File: config.mk
export PLATFORM = sky130hd
export DESIGN_NAME = serial_master_port
export DESIGN_NICKNAME = d
export VERILOG_FILES = /design/src/rtl/serial_master_port.sv
export SDC_FILE = /design/constraint.sdc
export NUM_CORES = 1
export LEC_CHECK = 0
export CORE_MARGIN = 10
export CORE_UTILIZATION = 25
export CTS_CLUSTER_DIAMETER = 40
export CTS_CLUSTER_SIZE = 8
export DETAILED_ROUTE_END_ITERATION = 6
export PLACE_DENSITY_LB_ADDON = 0.12
export SLEW_MARGIN = 20
export SYNTH_ARGS = -nofsm -noshare
export SYNTH_HDL_FRONTEND = slang
export SYNTH_SLANG_ARGS = --single-unit
export TNS_END_PERCENT = 50
File: constraint.sdc
create_clock -name clk -period 6.95 [get_ports clk]
set_input_delay 1.7375 -clock clk [delete_from_list [all_inputs] [get_ports clk]]
set_output_delay 1.7375 -clock clk [all_outputs]
set_load 0.03 [all_outputs]
File: src/rtl/serial_master_port.sv
// -----------------------------------------------------------------------------
// serial_master_port
//
// Bus-master end of the serial bus. Accepts a parallel transaction request
// from the local master core, serialises an 18-bit (default) config frame on
// `control`, then either streams write words out on `wD` or collects read
// words from `rD`. Read sampling is paced by the slave's `ready`.
//
// Frame layout, sent MSB first:
//   {3'b111, slave_sel, rw, B, addr}   with B = (burst_len != 0)
//
// Ports
//   clk, resetn            clock, asynchronous active-low reset
//   start                  request pulse, only looked at while idle
//   rw                     0 = read, 1 = write
//   slave_sel, addr        target slave and start address
//   burst_len              number of words minus one
//   wr_data/wr_valid       write word offered by the core
//   wr_ready               core's word is taken when wr_valid & wr_ready
//   rd_data/rd_valid       received read word, rd_valid is a 1-cycle pulse
//   busy                   a transaction is in progress
//   done / error           1-cycle pulses: normal end / ready timeout abort
//   control                serial config frame
//   wD / valid             serial write data and its qualifier
//   last                   final-word marker
//   rD / ready             serial read data and slave pacing
// -----------------------------------------------------------------------------
module serial_master_port #(
    parameter int ADDR_DEPTH = 2000,
    parameter int SLAVES     = 3,
    parameter int DATA_WIDTH = 32,
    parameter int SLAVEID    = $clog2(SLAVES),
    parameter int LEN_WIDTH  = 8,
    parameter int TIMEOUT    = 255,
    parameter int ADDR_WIDTH = $clog2(ADDR_DEPTH)
) (
    input  logic                  clk,
    input  logic                  resetn,
    input  logic                  start,
    input  logic                  rw,
    input  logic [SLAVEID-1:0]    slave_sel,
    input  logic [ADDR_WIDTH-1:0] addr,
    input  logic [LEN_WIDTH-1:0]  burst_len,
    input  logic [DATA_WIDTH-1:0] wr_data,
    input  logic                  wr_valid,
    output logic                  wr_ready,
    output logic [DATA_WIDTH-1:0] rd_data,
    output logic                  rd_valid,
    output logic                  busy,
    output logic                  done,
    output logic                  error,
    output logic                  control,
    output logic                  wD,
    output logic                  valid,
    output logic                  last,
    input  logic                  rD,
    input  logic                  ready
);

    localparam int FRAME_W = 5 + SLAVEID + ADDR_WIDTH;
    // One counter serves the frame (bits sent), WR (bits left) and RD (bits taken).
    localparam int MAX_BITS = (FRAME_W > DATA_WIDTH) ? FRAME_W : DATA_WIDTH;
    localparam int BIT_W    = $clog2(MAX_BITS + 1);
    localparam int TIMER_W  = $clog2(TIMEOUT + 1);
    // One extra bit so that N = 2**LEN_WIDTH words fits without wrapping.
    localparam int WORD_W   = LEN_WIDTH + 1;

    typedef enum logic [2:0] {
        S_IDLE,
        S_CFG,
        S_WAIT,
        S_WR,
        S_RD,
        S_FIN
    } state_e;

    state_e                state_q, state_d;
    logic                  rw_q, rw_d;
    logic [LEN_WIDTH-1:0]  len_q, len_d;
    logic [FRAME_W-1:0]    frame_q, frame_d;
    logic [DATA_WIDTH-1:0] shift_q, shift_d;
    logic [BIT_W-1:0]      bit_cnt_q, bit_cnt_d;
    logic [WORD_W-1:0]     word_cnt_q, word_cnt_d;
    logic [TIMER_W-1:0]    timer_q, timer_d;
    logic                  seen_low_q, seen_low_d;

    logic                  busy_q, busy_d;
    logic                  done_q, done_d;
    logic                  error_q, error_d;
    logic                  control_q, control_d;
    logic                  wd_q, wd_d;
    logic                  valid_q, valid_d;
    logic                  last_q, last_d;
    logic [DATA_WIDTH-1:0] rd_data_q, rd_data_d;
    logic                  rd_valid_q, rd_valid_d;

    logic [FRAME_W-1:0]    frame_new;
    logic [WORD_W-1:0]     n_words;
    logic [WORD_W-1:0]     words_next;
    logic [DATA_WIDTH-1:0] rd_word;
    logic                  timer_expired;

    assign frame_new     = {3'b111, slave_sel, rw, burst_len != '0, addr};
    assign n_words       = {1'b0, len_q} + WORD_W'(1);
    assign words_next    = word_cnt_q + WORD_W'(1);
    assign rd_word       = {shift_q[DATA_WIDTH-2:0], rD};
    assign timer_expired = (timer_q == TIMER_W'(TIMEOUT - 1));

    always_comb begin
        // NOTE: every variable gets a default here so no path can infer a latch;
        // pulses and serial qualifiers default low, state registers hold.
        state_d    = state_q;
        rw_d       = rw_q;
        len_d      = len_q;
        frame_d    = frame_q;
        shift_d    = shift_q;
        bit_cnt_d  = bit_cnt_q;
        word_cnt_d = word_cnt_q;
        timer_d    = timer_q;
        seen_low_d = seen_low_q;
        busy_d     = busy_q;
        rd_data_d  = rd_data_q;
        done_d     = 1'b0;
        error_d    = 1'b0;
        control_d  = 1'b0;
        wd_d       = 1'b0;
        valid_d    = 1'b0;
        last_d     = 1'b0;
        rd_valid_d = 1'b0;
        wr_ready   = 1'b0;

        case (state_q)
            S_IDLE: begin
                if (start) begin
                    rw_d       = rw;
                    len_d      = burst_len;
                    // MSB goes straight onto control; the register keeps the rest.
                    control_d  = frame_new[FRAME_W-1];
                    frame_d    = frame_new << 1;
                    bit_cnt_d  = BIT_W'(1);
                    word_cnt_d = '0;
                    timer_d    = '0;
                    seen_low_d = 1'b0;
                    busy_d     = 1'b1;
                    state_d    = S_CFG;
                end
            end

            S_CFG: begin
                if (bit_cnt_q == BIT_W'(FRAME_W)) begin
                    bit_cnt_d  = '0;
                    timer_d    = '0;
                    seen_low_d = 1'b0;
                    state_d    = S_WAIT;
                end else begin
                    control_d = frame_q[FRAME_W-1];
                    frame_d   = frame_q << 1;
                    bit_cnt_d = bit_cnt_q + BIT_W'(1);
                end
            end

            S_WAIT: begin
                if (ready) begin
                    timer_d = '0;
                    if (rw_q) begin
                        bit_cnt_d  = '0;
                        word_cnt_d = '0;
                        state_d    = S_WR;
                    end else if (seen_low_q) begin
                        // Slave has turned the bus around: ready went low, then high.
                        bit_cnt_d  = '0;
                        word_cnt_d = '0;
                        last_d     = (len_q == '0);
                        state_d    = S_RD;
                    end
                end else begin
                    seen_low_d = 1'b1;
                    if (timer_expired) begin
                        error_d = 1'b1;
                        busy_d  = 1'b0;
                        state_d = S_IDLE;
                    end else begin
                        timer_d = timer_q + TIMER_W'(1);
                    end
                end
            end

            S_WR: begin
                if (bit_cnt_q != '0) begin
                    // Mid-word: keep shifting, one bit per cycle with no gaps.
                    wd_d      = shift_q[DATA_WIDTH-1];
                    shift_d   = shift_q << 1;
                    valid_d   = 1'b1;
                    bit_cnt_d = bit_cnt_q - BIT_W'(1);
                    last_d    = (bit_cnt_q == BIT_W'(1)) && (word_cnt_q == n_words);
                end else if (word_cnt_q == n_words) begin
                    state_d = S_FIN;
                end else begin
                    // Word boundary: fetch the next word or idle the line (no timeout).
                    wr_ready = 1'b1;
                    if (wr_valid) begin
                        wd_d       = wr_data[DATA_WIDTH-1];
                        shift_d    = wr_data << 1;
                        valid_d    = 1'b1;
                        bit_cnt_d  = BIT_W'(DATA_WIDTH - 1);
                        word_cnt_d = words_next;
                        last_d     = (DATA_WIDTH == 1) && (words_next == n_words);
                    end
                end
            end

            S_RD: begin
                if (ready) begin
                    timer_d = '0;
                    shift_d = rd_word;
                    if (bit_cnt_q == BIT_W'(DATA_WIDTH - 1)) begin
                        rd_data_d  = rd_word;
                        rd_valid_d = 1'b1;
                        bit_cnt_d  = '0;
                        word_cnt_d = words_next;
                        // Flag the slave one word early so it can close the burst.
                        last_d     = (words_next == n_words - WORD_W'(1));
                        if (words_next == n_words) begin
                            state_d = S_FIN;
                        end
                    end else begin
                        bit_cnt_d = bit_cnt_q + BIT_W'(1);
                    end
                end else if (timer_expired) begin
                    error_d = 1'b1;
                    busy_d  = 1'b0;
                    state_d = S_IDLE;
                end else begin
                    timer_d = timer_q + TIMER_W'(1);
                end
            end

            S_FIN: begin
                done_d  = 1'b1;
                busy_d  = 1'b0;
                state_d = S_IDLE;
            end

            default: begin
                busy_d  = 1'b0;
                state_d = S_IDLE;
            end
        endcase
    end

    // NOTE: datapath registers are reset along with control so that every
    // output, including rd_data, reads 0 straight after reset.
    always_ff @(posedge clk or negedge resetn) begin
        if (!resetn) begin
            state_q    <= S_IDLE;
            rw_q       <= 1'b0;
            len_q      <= '0;
            frame_q    <= '0;
            shift_q    <= '0;
            bit_cnt_q  <= '0;
            word_cnt_q <= '0;
            timer_q    <= '0;
            seen_low_q <= 1'b0;
            busy_q     <= 1'b0;
            done_q     <= 1'b0;
            error_q    <= 1'b0;
            control_q  <= 1'b0;
            wd_q       <= 1'b0;
            valid_q    <= 1'b0;
            last_q     <= 1'b0;
            rd_data_q  <= '0;
            rd_valid_q <= 1'b0;
        end else begin
            // NOTE: non-blocking assignments so every register updates from the
            // same pre-edge values, independent of statement order.
            state_q    <= state_d;
            rw_q       <= rw_d;
            len_q      <= len_d;
            frame_q    <= frame_d;
            shift_q    <= shift_d;
            bit_cnt_q  <= bit_cnt_d;
            word_cnt_q <= word_cnt_d;
            timer_q    <= timer_d;
            seen_low_q <= seen_low_d;
            busy_q     <= busy_d;
            done_q     <= done_d;
            error_q    <= error_d;
            control_q  <= control_d;
            wd_q       <= wd_d;
            valid_q    <= valid_d;
            last_q     <= last_d;
            rd_data_q  <= rd_data_d;
            rd_valid_q <= rd_valid_d;
        end
    end

    assign busy     = busy_q;
    assign done     = done_q;
    assign error    = error_q;
    assign control  = control_q;
    assign wD       = wd_q;
    assign valid    = valid_q;
    assign last     = last_q;
    assign rd_data  = rd_data_q;
    assign rd_valid = rd_valid_q;

endmodule
[Word-level counts from Yosys, hierarchy flattened]
Index checks and enable logic that the tools add are counted.
Cells by class
  $add $sub $neg: 6
  bitwise logic cells: 1
  mux-type cells: 82
  reductions and logical operators: 23
  equal/unequal tests: 32
Operators with widths (count)
  two-way mux 32 bit: 4
  two-way mux 9 bit: 9
  one-hot mux 32 bit (2 select lines): 1
  two-way mux 6 bit: 10
  two-way mux 18 bit: 2
  one-hot mux 18 bit (2 select lines): 1
  one-hot mux 9 bit (4 select lines): 1
  two-way mux 3 bit: 11
  two-way mux 1 bit: 32
  two-way mux 8 bit: 4
  one-hot mux 6 bit (5 select lines): 1
  == test 9 bit: 3
  != test 2 bit (second input constant): 12
  one-hot mux 8 bit (3 select lines): 1
  != test 3 bit (second input constant): 6
  AND reduction 4 bit: 4
  one-hot mux 3 bit (5 select lines): 1
  AND reduction 7 bit: 2
  == test 6 x 5 -> 1 bit (second input constant): 2
  adder 8 x 1 -> 9 bit (second input constant): 1
  adder 9 x 1 -> 9 bit (second input constant): 1
  one-hot mux 1 bit (3 select lines): 3
  AND reduction 9 bit: 1
  subtractor 9 x 1 -> 9 bit (second input constant): 1
  24 further kinds: 30
Word-level totals
  word-level logic and storage cells: 162
  input port bits: 60
  bits in registers: 126
  output and inout port bits: 41

[Longest topological paths before layout]
Gate-level depths: netlist of the first run.
  word-level depth: 6
  mapped depth: 10
  depth with buffers taken out: 9

[Worst setup path before layout of the first run]
Ideal clock, no wire load.
  path kind: flip-flop to output port
  from: register len_q[1]
  to: output wr_ready
  buffers on the path: 1
  data arrival time: 2.064 ns
  slack: 3.149 ns
  stages on the path, launching flop included: 9
  required time: 5.213 ns
  path through: dfrtp_1 -> ha_1 -> buf_2 -> xor2_1 -> o32a_2 -> o32ai_1 -> a21oi_1 -> nor2_1 -> nor2_1
Between the ends
  cells in the longest elaborated chain, start to end: 5
RTL lines
  start, declared: line 79  | logic [LEN_WIDTH-1:0] len_q, len_d;
  start signal, assigned: line 278  | len_q <= len_d;
  adder 8 x 1 -> 9 bit: line 104  | assign n_words = {1'b0, len_q} + WORD_W'(1);
  == test 9 bit: line 196  | end else if (word_cnt_q == n_words) begin
  two-way mux 1 bit: line 196
  two-way mux 1 bit: line 189  | if (bit_cnt_q != '0) begin
  two-way mux 1 bit: line 132  | case (state_q)
  end, declared: line 46  | output logic wr_ready,
No other way between the ends.

[Final worst setup path of the first run]
  from: register len_q[0]
  to: output wr_ready
The elaborated chain is that of the path after synthesis.

==> metrics.csv, run 1 <==
stage,metric,value,unit
global_route,antenna_found_initial,0,
yosys,synthDistinctLibCells,63,
clock_tree,cts_setup_buffers,0,
yosys,avgSynthCellArea,9.86,sq um
layout,ff_latch_area,0.00313,sq mm
setup_path,critPathCaptureType,output port,
layout,fill_cells,2740,
setup_path,worstPathMaxFanout,9,
placement,place_ws,2.34,ns
layout,n_antenna_cell,0,
die,core_area,0.0268,sq mm
pwr,cellPowerDensity,393,mW/mm^2
clock_tree,cts_buffers,17,
yosys,async_reset_ff_share,100,%
outcome,status,"complete, no violations",
placement,placedCellCount,1093,
clock_tree,holdBufCountCts,0,
route,drt-pass1-iter-count,4,
setup_path,r2r_slack,3.90,ns
setup_path,rr_endpoint,shift_q[19]$_DFFE_PN0P_,
layout,area_delta_synth_final,28.4,%
pwr,total_power,3.43,mW
pwr,sw_frac_of_total,41.2,%
pwr,p_switching,1.41,mW
die,dieArea,0.0341,sq mm
yosys,yosys_warnings,0,
route,vias,5357,
pwr,clockPowerShare,25.2,%
setup_path,path_class,flop to output port,
clock_tree,cts.clk_slew.worst_paths,0.06,ns
sta,setup_viol,0,
route,routed_via_density,4.76,
sta,setup_ws,1.90,ns
layout,drive_above_1_share,12.1,%
placement,place_congestion,0.832,
sta,skew,0.0134,ns
setup_path,rr_startpoint,len_q[0]$_DFFE_PN0P_,
yosys,yosys.area.top_type,dfrtp_1,
die,ios,101,
sta,slew_viol_final,0,
route,drtIter0Drc,321,
yosys,ys_seq_area_share,46.1,%
yosys,ys.flop_type,dfrtp_1,
route,top_layer,met4,
clock_tree,clockRootBuffer,clkbuf_16,
clock_tree,postCtsResizedCells,0,
setup_path,worstPathRequired,5.21,ns
pwr,ir_drop,0.155,mV
yosys,synth_top_area_share,46.1,%
route,routedLengthMet1,8.81,mm
pwr,combPwrFrac,39.9,%
sta,fin_tns_setup,0,ns
global_route,grt_pass1_wl,30.8,mm
route,routed_wl,19.2,mm
hold_path,hold_depth,2,
route,drc,0,
sta,relSlewSlack,46.0,%
layout,nets,842,
sta,finalHoldViolCount,0,
placement,dpl-instance-area,0.00811,sq mm
layout,final_area,0.00871,sq mm
die,initial_core_util,25.3,%
hold_path,hold_class,flop to flop,
clock_tree,clock_sinks,125,
pwr,p_seq_share,34.9,%
global_route,overflow,0,
placement,hpwl,13.8,mm
clock_tree,cts_buffer_depth,2,
job,max_cap_viol_count,0,
placement,io_buffer_count,100,
sta,rsz0062_at_grt,no,
yosys,syn-num-nets,758,
yosys,synth_seq_cells,125,
sta,fmax,198,MHz
setup_path,crit_arrival,3.31,ns
sta,worst_pin_slew,0.810,ns
sta,min_period_over_period,72.6,%
hold_path,min_from,frame_q[10]$_DFFE_PN0P_,
sta,fin_crit,5.05,ns
global_route,grt_max_degree,75,
layout,multiInputGateArea,0.00347,sq mm
yosys,syn_area,0.00678,sq mm
layout,final_cells,1125,
pwr,internal_power,2.01,mW
route,drt.antenna.violating_nets,0,
die,die_width,185,um
die,die_h,185,um
global_route,track_usage,11.4,%
yosys,synth-edff-count,0,
die,std_cell_rows,60,
global_route,grt_pass1_vias,5499,
route,post_drt_wl_per_cell,17.0,um
route,wl_met2,9.50,mm
clock_tree,cts_tree,yes,
pwr,leakagePower,3.80,nW
route,met3WireLength,674,um
clock_tree,h-tree-depth,4,
yosys,synthTopCellsByArea,"dfrtp_1 46%, mux2_2 6.8%, mux2i_1 6.8%",
setup_path,start_kind,flop,
setup_path,reg2regPathDepth,8,
clock_tree,clock_latency,0.42,ns
yosys,synthCells,688,
hold_path,holdPathEnd,frame_q[10]$_DFFE_PN0P_,
## sequential cells by signal (all words and copies together), names as in the netlist, 3 cells and up
register	flops
rd_data	32
shift_q	32
frame_q	17
word_cnt_q	9
len_q	8
timer_q	8
bit_cnt_q	6
state_q	3
## how the worst max path moves through the flow
stage	from	endpoint	slack (ns)	depth (start not counted)
floorplan	len_q[1]$_DFFE_PN0P_	wr_ready	3.15	8
global placement	len_q[0]$_DFFE_PN0P_	wr_ready	2.40	8
detailed placement	len_q[0]$_DFFE_PN0P_	wr_ready	2.34	8
CTS	len_q[0]$_DFFE_PN0P_	wr_ready	1.89	8
global route	len_q[0]$_DFFE_PN0P_	wr_ready	1.63	8
finish	len_q[0]$_DFFE_PN0P_	wr_ready	1.90	8
## layout make-up
type / instances / area share [%]
Clock inverter: 14 / 1.55
Sequential cell: 125 / 35.9
Inverter: 11 / 0.474
Tap cell: 341 / 4.90
Timing Repair Buffer: 106 / 12.4
Multi-Input combinational cell: 511 / 39.8
Clock buffer: 17 / 4.88
## logic make-up after synthesis
logic type | share of synthesized area, %
compound gates | 13.6
xor+xnor | 5.88
fa+ha+maj | 1.84
buf+inv | 3.26
flops | 46.1
mux | 13.6
simple gates | 15.7
## metal layers
layer  track usage [%]  up-vias
met5                 0        -
li1                  -     2628
met3              2.76       18
met1              14.6     2607
met2              18.6      104
met4              3.45        0
## per-stage QoR
stage,hold slack [ns],util [%]
floorplan,0.438,-
global placement,0.459,30.2
detailed placement,0.468,30.3
CTS,0.485,32.4
global route,0.507,32.5
finish,0.476,32.5
## layout by cell type (no fill, tap or decap), types with 9 or more instances in the layout
master / count
nand2_1: 76
xor2_1: 15
inv_1: 11
xnor2_1: 23
a21oi_1: 22
mux2_2: 41
a31oi_1: 9
mux2i_1: 46
nor2b_1: 10
clkbuf_16: 17
o21ai_0: 76
clkdlybuf4s50_1: 99
nor2_1: 43
nor3_1: 18
ha_1: 10
nand4_1: 11
nand3_1: 24
dfrtp_1: 125
## cells in the mapped netlist, types with 3 or more instances
library cell  count
and3_1            8
ha_1             10
a21oi_1          22
o22ai_1           4
nand2_1          76
nand3_1          24
a21o_1            3
or3_1             3
o41ai_1           3
o21ai_0          76
nand4_1          11
inv_1            11
and2_1            4
buf_4             3
clkbuf_2          3
mux2_2           41
mux2i_1          46
a31oi_1           9
nor3_1           19
nor2_1           45
clkbuf_1         25
nor3b_1           3
dfrtp_1         125
xor2_1           15
a211oi_1          3
o31ai_1           7
buf_2             9
nor4b_1           4
xnor2_1          23
nor2b_1          10
## power by group through the flow
stage                     clock (mW)  combinational, mW  sequential (mW)
after global routing           0.929               1.55             1.24
after global placement             0               1.35             1.20
after detailed placement           0               1.37             1.20
final                          0.864               1.37             1.20
after CTS                      0.898               1.38             1.19
after floorplan                    0               1.12             1.08
## worst max-delay path, stage by stage (launching register included)
cell	delay [ns]
dfrtp_1	0.50
ha_1	0.36
nand2_1	0.17
a21oi_1	0.18
o32ai_1	0.09
a21oi_1	0.49
nor2_1	0.14
nor2_1	0.24
clkdlybuf4s50_1	0.72
Note: power is estimated with default switching activity, not from simulation.
==> run 2: changes to the inputs <==
Clock period 6.95 ns to 5.19 ns, I/O delays scaled along.
==> run 2 against run 1 <==
Against the previous run:
- wire length is 0.66% higher
- sequential power is 32% higher
- largest cell class unchanged
- cell count hardly changed
- worst hold slack better by 0.0040 ns
- clock skew fell by 0.0038 ns
- clock-buffer cell count unchanged
- sequential share of layout area down 0.19 points
- total power increased by 39%
- highest routed layer unchanged
- clock power up 52%
- critical path type unchanged
- sequential cell count stayed put
- design area rose by 0.53%
- first-iteration DRC count rose by 1.6%
==> metrics.csv, run 2 (same netlist as run 1, synthesis figures left out) <==
stage,metric,value,unit
outcome,status,"complete, no violations",
sta,worst_hold_slack,0.480,ns
sta,rsz0062_at_grt,no,
setup_path,rr_startpoint,state_q[0]$_DFFE_PN0P_,
sta,min_period_over_period,89.5,%
layout,final_common_cell,dfrtp_1,
setup_path,cp_num_buf_inv,1,
layout,final_area,0.00876,sq mm
clock_tree,postCtsResizedCells,0,
route,drt-pass1-iter-count,5,
route,routed_wl,19.3,mm
die,die_width,185,um
placement,io_buffer_count,100,
sta,fmax,215,MHz
placement,place_congestion,0.843,
placement,hpwl,13.8,mm
route,drt.antenna.violating_nets,0,
global_route,grt_max_degree,65,
route,top_layer,met4,
clock_tree,clock_sinks,125,
die,initial_core_util,25.3,%
layout,fill_cells,2699,
setup_path,max_stage_delay,0.72,ns
pwr,cellPowerDensity,543,mW/mm^2
clock_tree,holdBufCountCts,0,
die,ios,101,
route,met3WireLength,606,um
clock_tree,cts_setup_buffers,0,
layout,n_antenna_cell,0,
route,drtIter0Drc,326,
hold_path,hold_class,flop to flop,
sta,slew_viol_final,0,
sta,skew,0.00958,ns
setup_path,cpMaxStageDelayCell,clkdlybuf4s50_1,
sta,finalHoldViolCount,0,
layout,layout_common_cells,"125 x dfrtp_1, 99 x clkdlybuf4s50_1, 76 x nand2_1, 76 x o21ai_0, 46 x mux2i_1",
route,routedLengthMet1,8.78,mm
global_route,grt_pass1_wl,31.4,mm
layout,final_util,32.7,%
hold_path,min_from,frame_q[1]$_DFFE_PN0P_,
setup_path,worstPathMaxFanout,9,
sta,setup_viol,0,
sta,fin_tns_setup,0,ns
sta,fin_crit,4.64,ns
die,std_cell_rows,60,
layout,nets,843,
clock_tree,clockRootBuffer,clkbuf_16,
clock_tree,cts_buffer_depth,2,
placement,placedCellCount,1095,
setup_path,critPathCaptureType,output port,
global_route,overflow,0,
route,routed_via_density,4.78,
clock_tree,cts_tree,yes,
placement,dpl-instance-area,0.00812,sq mm
setup_path,crit_chain,"ha_1, nand2_1, a21oi_1, o32ai_1, a21oi_1, nor2_1, nor2_1, clkdlybuf4s50_1",
pwr,ir_drop,0.194,mV
setup_path,path_class,flop to output port,
layout,area_delta_synth_final,29.1,%
clock_tree,cts_buffers,17,
sta,worst_pin_slew,0.899,ns
sta,relSlewSlack,39.9,%
global_route,track_usage,11.6,%
global_route,antenna_found_initial,0,
die,dieArea,0.0341,sq mm
setup_path,crit_arrival,3.35,ns
clock_tree,cts.clk_slew.worst_paths,0.06,ns
setup_path,path_delay_family,compound AO/OA/AOI/OAI gates,
setup_path,start_kind,flop,
route,vias,5383,
layout,drive_above_1_share,12.2,%
pwr,leakagePower,3.83,nW
setup_path,crit_start,len_q[0]$_DFFE_PN0P_,
die,die_h,185,um
route,wl_met2,9.69,mm
job,max_cap_viol_count,0,
layout,final_cells,1126,
clock_tree,clock_latency,0.42,ns
route,drc,0,
route,post_drt_wl_per_cell,17.1,um
setup_path,worstPathRequired,3.89,ns
global_route,grt_pass1_vias,5664,
die,core_area,0.0268,sq mm
clock_tree,h-tree-depth,4,
run 2: changes by cell type in the layout (fill, tap and decap cells not counted):
cell        delta
bufinv_16      +3
buf_16         -2
buf_4          +2
clkinv_2       -2
buf_12         +1
clkinv_4       +1
clkinvlp_4     -1
inv_6          -1
nor3_2         +1
nor3_4         -1
run 2: layout make-up:
| class | count | area [sq um] | share of cell area (%) |
|---|---|---|---|
| Clock inverter | 14 | 208 | 2.37 |
| Clock buffer | 17 | 425 | 4.86 |
| Tap cell | 341 | 427 | 4.87 |
| Inverter | 11 | 41.3 | 0.471 |
| Timing Repair Buffer | 107 | 1060 | 12.1 |
| Sequential cell | 125 | 3130 | 35.7 |
| Multi-Input combinational cell | 511 | 3460 | 39.6 |
run 2: path summary, 6_finish.rpt:
check / to / slack [ns] / depth (start not counted)
setup / recovery: wr_ready / 0.55 / 8
hold / removal: frame_q[1]$_DFFE_PN0P_ / 0.48 / 2
setup reg to reg: rd_data[19]$_DFFE_PN0P_ / 2.07 / 6
hold reg to reg: frame_q[1]$_DFFE_PN0P_ / 0.48 / 2
max in group asynchronous: len_q[4]$_DFFE_PN0P_ / 3.35 / 2
min in group asynchronous: rd_data[18]$_DFFE_PN0P_ / 0.97 / 1
run 2: through the flow:
step	power [mW]	setup slack [ns]
final	4.75	0.547
after global routing	5.13	0.282
after CTS	4.80	0.546
after detailed placement	3.46	0.985
after global placement	3.43	1.11
after floorplan	2.95	1.83
run 2: where the power goes:
group          switching, mW  internal [mW]  leakage (nW)
sequential             0.327           1.26          1.65
combinational           1.08          0.778          1.86
clock                  0.495          0.814         0.309
total                   1.90           2.85          3.83
run 2: metal layers:
metal / vias up / GRT usage (%)
met4: 0 / 4.16
met1: 2650 / 14.5
li1: 2632 / -
met3: 16 / 2.72
met5: - / 0
met2: 85 / 19.1
run 2: worst reg2reg max path: cells and delay by family, from the launching register on:
family,cells,cell delay (ns)
buffers and inverters,1,0.37
flip-flops,1,0.63
multiplexers,1,0.36
AND/OR/NAND/NOR,4,1.66
==> run 3: changes to the inputs <==
Settings changed: CORE_UTILIZATION 25 to 40, GPL_TIMING_DRIVEN set to 0.
==> run 3 against run 2 <==
Against the previous run:
- clock power is essentially flat
- clock-buffer cell count stayed put
- sequential share of layout area barely moved
- worst hold slack improved by 0.0017 ns
- largest cell class unchanged
- fmax grew 0.20%
- clock skew is 0.0012 ns higher
- cell count down 7.6%
- utilization grew 20 points
- critical path depth is 1 higher
- sequential cell count did not move
- critical endpoint unchanged
- sequential power fell by 6%
- non-clock buffer count is 35 higher
==> metrics.csv, run 3 (same netlist as run 1, synthesis figures left out) <==
stage,metric,value,unit
global_route,antenna_found_initial,0,
route,drt-pass1-iter-count,4,
die,ios,101,
route,drtIter0Drc,266,
hold_path,hold_depth,2,
hold_path,min_from,frame_q[12]$_DFFE_PN0P_,
sta,relSlewSlack,45.7,%
sta,setup_viol,0,
route,met3WireLength,656,um
pwr,ir_drop,0.284,mV
sta,setup_ws,0.556,ns
placement,io_buffer_count,100,
route,routed_via_density,5.29,
hold_path,holdPathEnd,frame_q[12]$_DFFE_PN0P_,
placement,hpwl,13.4,mm
placement,place_congestion,0.862,
sta,worst_pin_slew,0.814,ns
sta,finalHoldViolCount,0,
sta,fmax,216,MHz
clock_tree,clock_latency,0.42,ns
die,die_width,150,um
setup_path,worstPathMaxFanout,8,
clock_tree,cts.clk_slew.worst_paths,0.06,ns
clock_tree,holdBufCountCts,0,
setup_path,path_class,flop to output port,
clock_tree,postCtsResizedCells,0,
clock_tree,clockRootBuffer,clkbuf_16,
die,initial_core_util,40.9,%
route,routed_wl,18.0,mm
setup_path,rr_endpoint,bit_cnt_q[3]$_DFFE_PN0P_,
global_route,track_usage,16.3,%
hold_path,hold_class,flop to flop,
route,routedLengthMet1,8.13,mm
die,core_area,0.0166,sq mm
layout,n_antenna_cell,0,
sta,fin_crit,4.63,ns
layout,final_cells,1040,
setup_path,critPathCaptureType,output port,
layout,final_area,0.00875,sq mm
layout,final_common_cell,dfrtp_1,
clock_tree,cts_setup_buffers,0,
die,std_cell_rows,47,
global_route,overflow,0,
setup_path,rr_startpoint,len_q[1]$_DFFE_PN0P_,
route,top_layer,met4,
setup_path,reg2regPathDepth,9,
die,die_h,150,um
setup_path,start_kind,flop,
clock_tree,h-tree-depth,4,
layout,multiInputGateArea,0.00343,sq mm
clock_tree,cts_tree,yes,
route,post_drt_wl_per_cell,17.3,um
placement,placedCellCount,1009,
setup_path,worstPathRequired,3.89,ns
outcome,status,"complete, no violations",
sta,min_period_over_period,89.3,%
route,drc,0,
layout,final_util,52.8,%
layout,ff_latch_area,0.00313,sq mm
layout,area_delta_synth_final,29.0,%
route,vias,5498,
global_route,grt_max_degree,80,
setup_path,r2r_slack,2.23,ns
layout,layout_common_cells,"125 x dfrtp_1, 99 x clkdlybuf4s50_1, 76 x nand2_1, 76 x o21ai_0, 46 x mux2i_1",
sta,rsz0062_at_grt,no,
pwr,cellPowerDensity,553,mW/mm^2
global_route,grt_pass1_vias,5701,
job,max_cap_viol_count,0,
clock_tree,clock_sinks,125,
sta,skew,0.0108,ns
layout,drive_above_1_share,12.3,%
layout,nets,878,
setup_path,crit_arrival,3.34,ns
die,dieArea,0.0226,sq mm
pwr,leakagePower,3.90,nW
sta,slew_viol_final,0,
clock_tree,cts_buffer_depth,2,
layout,fill_cells,1527,
placement,dpl-instance-area,0.00809,sq mm
route,drt.antenna.violating_nets,0,
route,wl_met2,9.03,mm
sta,worst_hold_slack,0.482,ns
global_route,grt_pass1_wl,29.7,mm
placement,place_ws,0.992,ns
clock_tree,cts_buffers,17,
## run 3: report_power, final
part	switching, mW	internal, mW
clock	0.472	0.861
combinational	1.20	0.823
sequential	0.227	1.26
total	1.90	2.94
## run 3: worst max-delay path by stage
stage	slack, ns	startpoint	end	depth (start not counted)
after floorplan	1.83	len_q[1]$_DFFE_PN0P_	wr_ready	8
after global placement	-2.23	resetn	rd_data[8]$_DFFE_PN0P_	1
after detailed placement	0.99	len_q[1]$_DFFE_PN0P_	wr_ready	9
after CTS	0.55	len_q[1]$_DFFE_PN0P_	wr_ready	9
after global routing	0.26	len_q[1]$_DFFE_PN0P_	wr_ready	9
final	0.56	len_q[1]$_DFFE_PN0P_	wr_ready	9
## run 3: worst max-delay path, stage by stage, from the launching register on
cell and delay, ns:
dfrtp_1 0.48, ha_1 0.20, buf_2 0.19, xor2_1 0.18, o32a_2 0.16, o32ai_1 0.07, a21oi_1 0.55, nor2_1 0.14
nor2_1 0.22, clkdlybuf4s50_1 0.71
## run 3: per-layer routing
metal	GRT usage, %	up-vias
met3	3.78	16
met1	20.9	2680
met2	27.1	99
li1	-	2703
met4	4.47	0
met5	0	-
## run 3: metrics by stage
step | total power [mW] | setup TNS (ns)
after floorplan | 2.95 | 0
after global placement | 3.48 | -277.06
after detailed placement | 3.52 | 0
after CTS | 4.87 | 0
after global routing | 5.20 | 0
final | 4.84 | 0
## run 3: layout make-up
class,count,share of cell area [%]
Timing Repair Buffer,101,11.8
Clock buffer,17,4.86
Sequential cell,125,35.8
Clock inverter,14,2.65
Inverter,11,0.472
Buffer,41,2.06
Multi-Input combinational cell,511,39.2
Tap cell,220,3.15
